`src/rtl/swb_pkg.sv`:
```
// Shared types and helpers for the shift window buffer.
package swb_pkg;

   localparam int unsigned SWB_DW = 8;

   typedef logic [SWB_DW-1:0] swb_elem_t;

   // Width of a counter that must hold the values 0..n inclusive.
   function automatic int unsigned swb_cnt_w(input int unsigned n);
      return (n < 1) ? 1 : $clog2(n + 1);
   endfunction

endpackage

```
`src/rtl/shift_window_buf_if.sv`:
```
// Stream-in / window-out bundle of the shift window buffer.
interface shift_window_buf_if
   import swb_pkg::*;
#(
   parameter int unsigned DW    = 8,
   parameter int unsigned DEPTH = 19,
   parameter int unsigned LANES = 1
);
   localparam int unsigned CW = swb_cnt_w(DEPTH);

   logic                  in_valid;
   logic                  in_ready;
   logic [LANES*DW-1:0]   in_data;
   logic                  win_valid;
   logic                  win_ack;
   logic [DEPTH*DW-1:0]   win_data;
   logic [CW-1:0]         fill_cnt;

   modport master (
      output in_valid, in_data, win_ack,
      input  in_ready, win_valid, win_data, fill_cnt
   );

   modport slave (
      input  in_valid, in_data, win_ack,
      output in_ready, win_valid, win_data, fill_cnt
   );

endinterface

```
`src/rtl/shift_window_buf.sv`:
```
// Shift-in window buffer: LANES elements per beat enter at the top, DEPTH-entry window out.
// Optional SWB_SNAPSHOT_EN registers the window so shifting continues while one is held.
module shift_window_buf
   import swb_pkg::*;
#(
   parameter int unsigned DW     = 8,
   parameter int unsigned DEPTH  = 19,
   parameter int unsigned LANES  = 1,
   parameter int unsigned STRIDE = 1
) (
   input  logic              clk,
   input  logic              rst_n,
   input  logic              clr,
   shift_window_buf_if.slave bus
);
   localparam int unsigned CW = swb_cnt_w(DEPTH);
   localparam int unsigned GW = swb_cnt_w(STRIDE);

   typedef logic [DW-1:0] elem_t;

   elem_t         mem_q [DEPTH];
   elem_t         mem_d [DEPTH];
   logic [CW-1:0] fill_q, fill_d;
   logic [GW-1:0] gap_q, gap_d;
   logic          win_rdy_int;
   logic          push;
   logic          consume;

`ifdef SWB_SNAPSHOT_EN
   elem_t         snap_q [DEPTH];
   logic          snap_full_q, snap_full_d;
   logic          load;
`endif

   always_comb begin
      win_rdy_int = (fill_q == CW'(DEPTH)) && (gap_q == GW'(STRIDE));
`ifdef SWB_SNAPSHOT_EN
      load        = win_rdy_int & (~snap_full_q | bus.win_ack);
      snap_full_d = snap_full_q;
      if (load) begin
         snap_full_d = 1'b1;
      end else if (bus.win_ack) begin
         snap_full_d = 1'b0;
      end
      consume       = load;
      bus.win_valid = snap_full_q;
      bus.in_ready  = ~clr & ~(win_rdy_int & snap_full_q & ~bus.win_ack);
`else
      consume       = win_rdy_int & bus.win_ack;
      bus.win_valid = win_rdy_int;
      // Ack feeds in_ready combinationally so a window can be consumed and shifted in one cycle.
      bus.in_ready  = ~clr & (~win_rdy_int | bus.win_ack);
`endif
      push = bus.in_valid & bus.in_ready;
   end

   always_comb begin
      fill_d = fill_q;
      gap_d  = gap_q;
      if (push) begin
         fill_d = (32'(fill_q) + LANES >= DEPTH) ? CW'(DEPTH) : fill_q + CW'(LANES);
      end
      if (consume) begin
         gap_d = push ? GW'(LANES) : '0;
      end else if (push) begin
         gap_d = (32'(gap_q) + LANES >= STRIDE) ? GW'(STRIDE) : gap_q + GW'(LANES);
      end
   end

   always_comb begin
      for (int j = 0; j < int'(DEPTH); j++) begin
         mem_d[j] = mem_q[j];
      end
      if (push) begin
         for (int j = 0; j < int'(DEPTH - LANES); j++) begin
            mem_d[j] = mem_q[j + int'(LANES)];
         end
         for (int k = 0; k < int'(LANES); k++) begin
            mem_d[int'(DEPTH - LANES) + k] = bus.in_data[k*DW +: DW];
         end
      end
   end

   always_ff @(posedge clk or negedge rst_n) begin
      if (!rst_n) begin
         mem_q  <= '{default: '0};
         fill_q <= '0;
         gap_q  <= GW'(STRIDE);
      end else if (clr) begin
         mem_q  <= '{default: '0};
         fill_q <= '0;
         gap_q  <= GW'(STRIDE);
      end else begin
         mem_q  <= mem_d;
         fill_q <= fill_d;
         gap_q  <= gap_d;
      end
   end

`ifdef SWB_SNAPSHOT_EN
   always_ff @(posedge clk or negedge rst_n) begin
      if (!rst_n) begin
         snap_q      <= '{default: '0};
         snap_full_q <= 1'b0;
      end else if (clr) begin
         snap_full_q <= 1'b0;
      end else begin
         snap_full_q <= snap_full_d;
         if (load) begin
            snap_q <= mem_q;
         end
      end
   end
`endif

   always_comb begin
      bus.win_data = '0;
      for (int i = 0; i < int'(DEPTH); i++) begin
`ifdef SWB_SNAPSHOT_EN
         bus.win_data[i*DW +: DW] = snap_q[i];
`else
         bus.win_data[i*DW +: DW] = mem_q[i];
`endif
      end
      bus.fill_cnt = fill_q;
   end

endmodule

```
`src/flat_wrapper.sv`:
```
// flat-port wrapper written by rule: the top's interface ports become plain ports
module shift_window_buf_flat import swb_pkg::*;
#(
   parameter int unsigned DW     = 8,
   parameter int unsigned DEPTH  = 19,
   parameter int unsigned LANES  = 1,
   parameter int unsigned STRIDE = 1
)
  (clk, rst_n, clr, bus_in_valid, bus_in_data, bus_win_ack, bus_in_ready, bus_win_valid, bus_win_data, bus_fill_cnt);
  shift_window_buf_if #(.DW(DW), .DEPTH(DEPTH), .LANES(LANES)) bus_i ();
  input  logic clk;
  input  logic rst_n;
  input  logic clr;
  input wire logic [$bits(bus_i.in_valid)-1:0] bus_in_valid;
  input wire logic [$bits(bus_i.in_data)-1:0] bus_in_data;
  input wire logic [$bits(bus_i.win_ack)-1:0] bus_win_ack;
  output wire logic [$bits(bus_i.in_ready)-1:0] bus_in_ready;
  output wire logic [$bits(bus_i.win_valid)-1:0] bus_win_valid;
  output wire logic [$bits(bus_i.win_data)-1:0] bus_win_data;
  output wire logic [$bits(bus_i.fill_cnt)-1:0] bus_fill_cnt;
  assign bus_i.in_valid = bus_in_valid;
  assign bus_i.in_data = bus_in_data;
  assign bus_i.win_ack = bus_win_ack;
  assign bus_in_ready = bus_i.in_ready;
  assign bus_win_valid = bus_i.win_valid;
  assign bus_win_data = bus_i.win_data;
  assign bus_fill_cnt = bus_i.fill_cnt;
  shift_window_buf #(.DW(DW), .DEPTH(DEPTH), .LANES(LANES), .STRIDE(STRIDE)) u_core (.clk(clk), .rst_n(rst_n), .clr(clr), .bus(bus_i));
endmodule
```
`config.mk`:
```
export PLATFORM = sky130hd
export DESIGN_NAME = shift_window_buf_flat
export DESIGN_NICKNAME = d
export VERILOG_FILES = /design/src/rtl/swb_pkg.sv /design/src/rtl/shift_window_buf_if.sv /design/src/rtl/shift_window_buf.sv /design/src/flat_wrapper.sv
export SDC_FILE = /design/constraint.sdc
export NUM_CORES = 1
export LEC_CHECK = 0
export CORE_MARGIN = 3
export CORE_UTILIZATION = 30
export CTS_CLUSTER_DIAMETER = 150
export DETAILED_ROUTE_END_ITERATION = 8
export GPL_ROUTABILITY_DRIVEN = 0
export GPL_TIMING_DRIVEN = 0
export PLACE_DENSITY_LB_ADDON = 0.25
export SYNTH_ARGS = -nofsm -noshare
export SYNTH_HDL_FRONTEND = slang
export SYNTH_SLANG_ARGS = --single-unit
```
`constraint.sdc`:
```
create_clock -name clk -period 1.8 [get_ports clk]
set_input_delay 0.18 -clock clk [delete_from_list [all_inputs] [get_ports clk]]
set_output_delay 0.18 -clock clk [all_outputs]
set_load 0.02 [all_outputs]
```
==> impl_metrics.py <==
metrics = {
    "timing": {
        "slew_violations": 0,
        "finalCritPeriodShare_pct": 97.2,
        "fin_skew_ps": 7.32,
        "setup_violations": 0,
        "max_slew_margin_pct": 59.1,
        "hold_violations": 0,
        "fin_crit_ps": 1750,
        "max_freq_mhz": 571,
        "worst_pin_slew_ps": 613,
    },
    "worst_setup_path": {
        "r2r.worst_path.cells": 8,
        "r2r-start": "u_core.bus.fill_cnt[3]$_DFFE_PN0P_",
        "crit_required_ps": 1620,
        "cp_slowest_cell": "clkdlybuf4s50_1",
        "cp_top_family": "buffers and inverters",
        "reg2reg_to": "u_core.bus.win_data[132]$_DFFE_PN0P_",
        "ff2ff_setup_slack_ps": 70,
        "crit_chain": "clkdlybuf4s50_1",
        "timing.critical_path.from": "u_core.bus.fill_cnt[4]$_DFFE_PN0P_",
        "path_class": "reg2out",
        "path_buf_inv": 1,
        "cp-end-kind": "output pin",
        "start_kind": "flop",
        "cp_max_fo": 9,
        "max_stage_delay_ps": 650,
        "cp_data_arrival_time_ps": 1570,
    },
    "route": {
        "viasPerCell": 4.69,
        "wl_per_cell_microns": 16.2,
        "postRouteAntennaNets": 0,
        "vias": 5610,
        "drc_errors": 0,
        "wirelength_microns": 19400,
        "dr.pass1.iters": 4,
        "drt-initial-drc-count": 343,
    },
    "synthesis": {
        "synth_area_sq_um": 6460,
        "ys_ff_latch": 158,
        "yosys_warnings": 0,
        "yosysTopAreaCellShare_pct": 60.8,
        "yosysUniqueCellTypes": 29,
        "synth_area_leaders": "dfrtp_1, nand2_1, o21ai_1",
        "syn_nets": 728,
        "synth_largest_area_cell": "dfrtp_1",
        "avgSynthCellArea_sq_um": 9.07,
        "synth_seq_area_share_pct": 61.2,
        "syn_inst": 713,
    },
    "floorplan": {
        "die-area_sq_um": 23300,
        "die_width_microns": 153,
        "initial_utilization_pct": 30.7,
        "core_sq_um": 21100,
        "boundaryPins": 172,
        "die_h_microns": 153,
        "rows": 53,
    },
    "layout": {
        "fin_nets": 924,
        "layout_commonest_cell": "nand2_1",
        "final_cell_mix": "nand2_1, clkdlybuf4s50_1, dfrtp_1",
        "area_growth_pct": 42.5,
        "stdcell_area_sq_um": 9210,
        "multi_input_area_sq_um": 2200,
        "fin_util_pct": 43.7,
        "layout.cells.non_filler": 1197,
        "seq_area_sq_um": 3960,
        "diodes": 0,
        "layout-drive-gt1-share_pct": 9.11,
        "fillCellCount": 2034,
    },
    "placement": {
        "port_buffers": 171,
        "place_area_sq_um": 8560,
        "place_hpwl_microns": 13100,
        "dp_cells": 1160,
    },
    "global_routing": {
        "grt_max_degree": 83,
        "grt-ovfl-total": 0,
        "globalRouteTotalUtil_pct": 16.6,
        "grt_pass1_wl_microns": 31400,
        "antenna_found_initial": 0,
        "grt_pass1_vias": 5617,
    },
    "clocking": {
        "clk_pin_slew_ps": 70,
        "h-tree-depth": 4,
        "clockBufferDepth": 2,
        "cts_tree": "done",
        "cts_sinks": 158,
        "cts_buffers": 17,
        "cts-root-buf": "clkbuf_16",
        "insertion_delay_ps": 420,
    },
    "worst_hold_path": {
        "hold_class": "in2reg",
        "hp-start": "bus_in_data[1]",
        "hold_end": "u_core.bus.win_data[145]$_DFFE_PN0P_",
        "whs_path_depth": 3,
    },
    "power_and_ir_drop": {
        "peakVddDrop_mv": 0.604,
        "power_density_nw_per_um2": 841,
        "p_leak_nw": 3.84,
    },
    "status": {
        "status": "completed",
    },
    "flow_run": {
        "cap_violations": 0,
    },
}
metal layers:
metal  global-route usage [%]  wire (microns)  part of all wire (%)  vias up
met2                     25.9            9130                    47      148
met3                     3.83             963                   5.0       13
met4                     4.24             184                  0.95        0
met5                        0               0                     0        -
met1                     23.4            9110                    47     2735
li1                         -               -                     -     2714
registers in the layout, summed over array words and instances, names as in the netlist:
signal               cells
u_core.bus.fill_cnt      5
u_core.bus.win_data    152
u_core.gap_q             1
per-stage QoR:
stage / power [mW] / setup slack [ps] / setup TNS, ps / hold WS (ps)
final: 7.75 / 50.1 / 0 / 291
after global routing: 8.06 / -7.62 / -9.31 / 286
after CTS: 7.85 / -74.5 / -1840 / 273
after detailed placement: 4.24 / -356 / -47860 / 202
after global placement: 4.23 / -6740 / -1011310 / 485
after floorplan: 3.95 / 59.0 / 0 / -116
power by group:
group          internal [mW]  switching (mW)
combinational          0.191           0.369
clock                   1.95            1.62
sequential              3.59          0.0358
total                   5.73            2.02
tightest hold or removal path, stage by stage:
cell	delay, ps
clkdlybuf4s50_1	400
nand2_1	50
o21ai_1	50
how the worst max path moves through the flow:
stage | to | depth (start not counted)
global placement | u_core.bus.fill_cnt[0]$_DFFE_PN0P_ | 1
global route | u_core.bus.win_data[132]$_DFFE_PN0P_ | 8
CTS | bus_in_ready | 5
finish | bus_fill_cnt[4] | 1
detailed placement | u_core.bus.win_data[17]$_DFFE_PN0P_ | 6
floorplan | u_core.bus.win_data[78]$_DFFE_PN0P_ | 8
repair_timing:
| action | in CTS | in global routing |
|---|---|---|
| setup endpoints to repair | 159 | 141 |
| pin swaps | 0 | 2 |
| buffers inserted | 2 | 2 |
| hold endpoints to repair | 76 | 0 |
| hold buffers | 1 | 0 |
| resized for setup | 13 | 13 |
final cells by class:
| type | count | share of cell area (%) |
|---|---|---|
| clock inverter | 15 | 1.63 |
| clock buffer | 17 | 4.62 |
| inverter | 6 | 0.244 |
| sequential | 158 | 43.0 |
| buffer | 52 | 3.59 |
| tap | 275 | 3.73 |
| timing repair buffer | 177 | 19.3 |
| multi-input combinational | 497 | 23.9 |
cells by family (layout without fill, tap and decap cells):
logic type | count (synthesis) | in the layout | share of synthesized area [%]
compound gates | 175 | 175 | 14.1
fa+ha+maj | 2 | 2 | 0.387
flops | 158 | 158 | 61.2
simple gates | 320 | 320 | 19.2
buf+inv | 58 | 267 | 5.21
synth_stat cells:
cell       instances
o2111ai_1          1
a21boi_0           1
clkbuf_2          11
a211oi_1           1
buf_6             13
o21a_1             1
nand4bb_4          1
buf_2              6
nand2_1          309
nand2b_1           1
nor2_1             4
clkbuf_1          22
a21o_1             1
o21ai_0           56
inv_1              6
nand3_1            1
o211ai_1           1
a31oi_1            6
nor2b_1            2
and2_1             1
o31ai_1            1
dfrtp_1          157
a2111oi_0          1
ha_1               2
or3_1              1
dfstp_2            1
a211o_1            1
o21ai_1          100
a21oi_1            4
No activity file was read; power rests on OpenSTA's default activity.
